`src/rtl/arcade_defs.sv`:
```
// Shared board geometry, coordinate widths and piece-mover state encoding
// for the arcade block-stacking game.
package arcade_defs;

    localparam int BOARD_W = 10;
    localparam int BOARD_H = 20;
    localparam int X_W     = 4;
    localparam int Y_W     = 5;

    typedef enum logic [1:0] {
        ST_SPAWN    = 2'd0,
        ST_FALL     = 2'd1,
        ST_LOCK     = 2'd2,
        ST_GAMEOVER = 2'd3
    } state_e;

endpackage

```
`src/rtl/gravity_timer.sv`:
```
// Free-running gravity divider: pulses tick on the last count of each
// DIV-cycle period while enabled, and holds at zero while disabled.
module gravity_timer #(
    parameter int DIV = 25000000
) (
    input  logic clk,
    input  logic rst,
    input  logic enable,
    output logic tick
);

    localparam int            CW   = (DIV > 1) ? $clog2(DIV) : 1;
    localparam logic [CW-1:0] LAST = CW'(DIV - 1);

    logic [CW-1:0] cnt_q, cnt_d;

    // NOTE: give every always_comb output a default first, so no path can infer a latch.
    always_comb begin
        cnt_d = cnt_q;
        if (!enable || cnt_q == LAST) begin
            cnt_d = '0;
        end else begin
            cnt_d = cnt_q + 1'b1;
        end
    end

    always_ff @(posedge clk) begin
        if (rst) begin
            cnt_q <= '0;
        end else begin
            cnt_q <= cnt_d;
        end
    end

    assign tick = enable && (cnt_q == LAST);

endmodule

```
`src/rtl/piece_mover.sv`:
```
// Moves the single active piece on the board: spawn, gravity and button
// moves with collision queries, then a lock handshake to the board store.
module piece_mover
    import arcade_defs::*;
#(
    parameter int BOARD_W     = arcade_defs::BOARD_W,
    parameter int BOARD_H     = arcade_defs::BOARD_H,
    parameter int GRAVITY_DIV = 25000000,
    parameter int SPAWN_X     = 4
) (
    input  logic           clk,
    input  logic           rst,
    input  logic           btn_left,
    input  logic           btn_right,
    input  logic           btn_drop,
    output logic [X_W-1:0] occ_x,
    output logic [Y_W-1:0] occ_y,
    input  logic           occ_hit,
    output logic [X_W-1:0] x_pos,
    output logic [Y_W-1:0] y_pos,
    output logic           piece_active,
    output logic           lock_valid,
    input  logic           lock_ready,
    output logic           game_over
);

    state_e         state_q, state_d;
    logic [X_W-1:0] x_q, x_d;
    logic [Y_W-1:0] y_q, y_d;
    logic           active_q, active_d;
    logic           tick;

    gravity_timer #(
        .DIV (GRAVITY_DIV)
    ) u_gravity_timer (
        .clk    (clk),
        .rst    (rst),
        .enable (state_q == ST_FALL),
        .tick   (tick)
    );

    // Down outranks lateral moves; opposing lateral buttons cancel out.
    logic down_req, left_req, right_req;
    logic at_floor, at_left, at_right;

    assign down_req  = tick | btn_drop;
    assign left_req  = btn_left & ~btn_right;
    assign right_req = btn_right & ~btn_left;
    assign at_floor  = (y_q == Y_W'(BOARD_H - 1));
    assign at_left   = (x_q == '0);
    assign at_right  = (x_q == X_W'(BOARD_W - 1));

    // NOTE: sequential state uses non-blocking assignments so every register samples pre-edge values.
    always_ff @(posedge clk) begin
        if (rst) begin
            state_q  <= ST_SPAWN;
            x_q      <= '0;
            y_q      <= '0;
            active_q <= 1'b0;
        end else begin
            state_q  <= state_d;
            x_q      <= x_d;
            y_q      <= y_d;
            active_q <= active_d;
        end
    end

    always_comb begin
        state_d  = state_q;
        x_d      = x_q;
        y_d      = y_q;
        active_d = active_q;
        case (state_q)
            ST_SPAWN: begin
                if (occ_hit) begin
                    state_d  = ST_GAMEOVER;
                    active_d = 1'b0;
                end else begin
                    state_d  = ST_FALL;
                    x_d      = X_W'(SPAWN_X);
                    y_d      = '0;
                    active_d = 1'b1;
                end
            end
            ST_FALL: begin
                if (down_req) begin
                    if (at_floor || occ_hit) begin
                        state_d = ST_LOCK;
                    end else begin
                        y_d = y_q + 1'b1;
                    end
                end else if (left_req) begin
                    if (!at_left && !occ_hit) begin
                        x_d = x_q - 1'b1;
                    end
                end else if (right_req) begin
                    if (!at_right && !occ_hit) begin
                        x_d = x_q + 1'b1;
                    end
                end
            end
            ST_LOCK: begin
                if (lock_ready) begin
                    state_d  = ST_SPAWN;
                    active_d = 1'b0;
                end
            end
            ST_GAMEOVER: begin
                active_d = 1'b0;
            end
            default: begin
                state_d = ST_SPAWN;
            end
        endcase
    end

    // The query address only steps off the piece when a legal move needs checking.
    always_comb begin
        occ_x      = x_q;
        occ_y      = y_q;
        lock_valid = 1'b0;
        game_over  = 1'b0;
        case (state_q)
            ST_SPAWN: begin
                occ_x = X_W'(SPAWN_X);
                occ_y = '0;
            end
            ST_FALL: begin
                if (down_req) begin
                    if (!at_floor) occ_y = y_q + 1'b1;
                end else if (left_req) begin
                    if (!at_left) occ_x = x_q - 1'b1;
                end else if (right_req) begin
                    if (!at_right) occ_x = x_q + 1'b1;
                end
            end
            ST_LOCK:     lock_valid = 1'b1;
            ST_GAMEOVER: game_over  = 1'b1;
            default: begin
                occ_x = x_q;
            end
        endcase
    end

    assign x_pos        = x_q;
    assign y_pos        = y_q;
    assign piece_active = active_q;

endmodule

```
`config.mk`:
```
export PLATFORM = sky130hd
export DESIGN_NAME = piece_mover
export DESIGN_NICKNAME = d
export VERILOG_FILES = /design/src/rtl/arcade_defs.sv /design/src/rtl/gravity_timer.sv /design/src/rtl/piece_mover.sv
export SDC_FILE = /design/constraint.sdc
export NUM_CORES = 1
export LEC_CHECK = 0
export CELL_PAD_IN_SITES_DETAIL_PLACEMENT = 0
export CELL_PAD_IN_SITES_GLOBAL_PLACEMENT = 1
export CORE_ASPECT_RATIO = 0.75
export CORE_UTILIZATION = 42
export DETAILED_ROUTE_END_ITERATION = 10
export GPL_TIMING_DRIVEN = 0
export PLACE_DENSITY = 0.83
export SETUP_SLACK_MARGIN = 0.3
export SYNTH_ARGS = -nofsm -noshare
export SYNTH_HDL_FRONTEND = slang
export SYNTH_HIERARCHICAL = 1
export SYNTH_SLANG_ARGS = --single-unit
```
`constraint.sdc`:
```
create_clock -name clk -period 2.9 [get_ports clk]
set_input_delay 0.29 -clock clk [delete_from_list [all_inputs] [get_ports clk]]
set_output_delay 0.29 -clock clk [all_outputs]
set_load 0.01 [all_outputs]
```
==> results.sh <==
export IMPL_result_of_the_run="finished, final reports clean"
export IMPL_crit_path_max_incr_delay_ps=350
export IMPL_initial_core_util=0.4385
export IMPL_largest_net_degree_at_the_start_of_global_routing=13
export IMPL_critPathSlowestCell="sky130_fd_sc_hd__dfxtp_2"
export IMPL_power_per_cell_area_nw_per_um2=538.8
export IMPL_netlist_area_um2=2347
export IMPL_crit_required_ps=2610
export IMPL_layout_cells_most_common="sky130_fd_sc_hd__dfxtp_1"
export IMPL_drt_wl_total_mm=5.471
export IMPL_place_inst=385
export IMPL_worst_slew_margin_rel=0.6422
export IMPL_worst_vdd_rail_ir_drop_uv=263.8
export IMPL_ys_ff_latch=37
export IMPL_hold_path_class="register to register"
export IMPL_routed_via_density=5.468
export IMPL_antenna_violations_before_repair=0
export IMPL_yosys_most_used_dff="sky130_fd_sc_hd__dfxtp_1"
export IMPL_die_area_um2=5894
export IMPL_dieWidth_um=88.32
export IMPL_timing_final_hold_violations=0
export IMPL_layout_worst_path_cycle_share=0.8907
export IMPL_syn_area_per_cell_um2=8.294
export IMPL_drt_pass1_iterations=4
export IMPL_total_of_buffers_placed_on_input_and_output_ports=27
export IMPL_first_global_vias=2119
export IMPL_cts_htree_levels=2
export IMPL_route_detailed_drc=0
export IMPL_rows=23
export IMPL_finalMaxSlewViolations=0
export IMPL_grt_pass1_wl_mm=9.425
export IMPL_diodes=0
export IMPL_start_kind="register"
export IMPL_drv_cap=0
export IMPL_wl_per_cell_um=13.54
export IMPL_final_cell_area_um2=3007
export IMPL_cts_reportedPaths_clkPinSlew_ps=70
export IMPL_layout_cells_non_filler=404
export IMPL_finalSetupViolations=0
export IMPL_drtIter0Drc=79
export IMPL_crit_path_end_kind="primary output"
export IMPL_crit_path_max_fo=4
export IMPL_postSynthCellCount=283
export IMPL_core_um2=5353
export IMPL_synth_cell_type_count=62
export IMPL_placed_area_um2=2711
export IMPL_most_common_layout_cells="31 x sky130_fd_sc_hd__dfxtp_1, 24 x sky130_fd_sc_hd__nor2_1, 18 x sky130_fd_sc_hd__a21oi_1, 18 x sky130_fd_sc_hd__clkdlybuf4s50_1, 16 x sky130_fd_sc_hd__inv_1"
export IMPL_tritoncts="built"
export IMPL_cells_traversed_along_the_worst_timing_path="nor4b_4 > nand4_1 > nor4_4 > and2_4 > nor2_1 > o21a_1 > o21ai_2 > o31ai_4 > buf_2"
export IMPL_die_height_um=66.74
export IMPL_grt_total_usage=0.2001
export IMPL_dp_hpwl_mm=3.773
export IMPL_dr_total_vias=2209
export IMPL_numClockSinks=37
export IMPL_total_gr_overflow=0
export IMPL_syn_nets=302
export IMPL_async_reset_ff_frac=0
export IMPL_yosysSeqAreaShare=0.3156
export IMPL_clk_path_buf_depth=2
export IMPL_rsz0062_at_grt="true"
export IMPL_number_of_buffers_inserted_during_clock_tree_synthesis=5
export IMPL_fmaxAchievable_ghz=0.3871
export IMPL_synth_edf_count=0
export IMPL_gp_congestion=0.7961
export IMPL_layout_area_overhead_vs_synth_pct=28.09
export IMPL_cp_arrival_ps=2290
export IMPL_tightestPinTransition_ps=535.6
export IMPL_post_cts_hold_buffer_count=0
export IMPL_fin_worst_skew_ps=2.437
export IMPL_power_static_leakage_nw=0.9887
export IMPL_timing_worst_setup_path_type="register to primary output"
export IMPL_insertion_delay_ps=280
export IMPL_yosysWarningCount=6
export IMPL_cts_root_buf="sky130_fd_sc_hd__clkbuf_8"
export IMPL_finish_net_count=347
export IMPL_final_layout_size_suffix_gt1_frac=0.2249
export IMPL_fin_crit_ps=2583
export IMPL_pin_count=28
export IMPL_post_detailed_route_count_of_antenna_violating_nets=0
==> through the flow <==
stage                     TNS (ps)  hold WS (ps)  worst slack (ps)  power (mW)  utilization
after floorplan                  0         396.9             343.0      0.9577            -
after global placement       -2267         454.1            -440.7       1.138       0.5065
after detailed placement     -2839         459.9            -489.0       1.138       0.5065
after CTS                        0         491.2             304.3       1.619       0.5503
after global routing             0         533.1             157.7       1.737       0.5617
final                            0         483.1             316.9       1.620       0.5617
==> power breakdown <==
part | leakage [nW] | switching (mW) | internal, mW
Clock | 0.0554 | 0.188 | 0.258
Combinational | 0.630 | 0.349 | 0.256
Sequential | 0.303 | 0.0321 | 0.537
==> cells in the mapped netlist, drive strengths merged, types with 3 or more instances <==
cell,n,share of area
mux2i,3,0.013
inv,16,0.026
nand4,11,0.032
nor2,24,0.038
ha,12,0.064
xor2,5,0.019
o31ai,3,0.0096
a31oi,3,0.0080
nor4,5,0.013
clkbuf,3,0.0048
a21oi,20,0.044
or4b,3,0.014
nor3,6,0.013
buf,6,0.018
nand2,18,0.030
or3,10,0.027
dfxtp,37,0.32
o21ai,23,0.049
o311ai,3,0.011
and2,4,0.011
nand3,20,0.047
or4,4,0.015
xnor2,9,0.034
nor2b,3,0.0080
and3,3,0.011
==> cell type report <==
type	instances	area, um2
fillers	505	2346
repair buffers	38	307.8
clock inverters	2	38.79
well taps	75	93.84
multi-input cells	221	1617
clock buffers	6	72.57
flip-flops and latches	37	755.7
plain buffers	9	61.31
inverters	16	60.06
==> kinds of logic (layout without fill, tap and decap cells) <==
logic type / after synthesis / after routing / share of synthesized area
buffers and inverters: 25 / 71 / 0.04851
AOI/OAI and AO/OA: 66 / 66 / 0.1887
xor gates and xnor gates: 14 / 14 / 0.05224
DFF: 37 / 37 / 0.3156
adders and majority gates: 12 / 12 / 0.06396
muxes: 4 / 4 / 0.01759
and+or+nand+nor: 125 / 125 / 0.3134
==> flip-flops by register name (all words and copies together), names as in the netlist <==
name,flops
piece_active,1
state_q,2
u_gravity_timer/cnt_q,25
x_pos,4
y_pos,5
==> layer usage <==
metal,vias up,global-route usage,share of wire
met5,-,0,0
met3,2,0.03841,0.030
met4,0,0.04234,0.0044
li1,1136,-,-
met2,27,0.3481,0.46
met1,1044,0.2562,0.51
==> worst paths after layout <==
path | to | startpoint | cells after the start | slack (ps)
worst max register to register | y_pos[3] | u_gravity_timer/cnt_q[23] | 9 | 540
worst max-delay path | occ_y[3] | u_gravity_timer/cnt_q[23] | 9 | 320
worst min register to register | u_gravity_timer/cnt_q[22] | u_gravity_timer/cnt_q[22] | 2 | 480
worst min-delay path | u_gravity_timer/cnt_q[22] | u_gravity_timer/cnt_q[22] | 2 | 480
==> critical path, delay by kind of cell (launching register included) <==
family	cells	cell delay, ps
compound gates	3	450
buf+inv	1	150
simple gates	5	1070
flops	1	350
==> what timing repair did <==
item / CTS / global route
setup endpoints to repair: 15 / 9
resized for setup: 66 / 17
pin swaps: 11 / 5
endpoints found under the hold margin: 0 / 0
setup buffers: 6 / 5
Note: power is estimated with default switching activity, not from simulation.
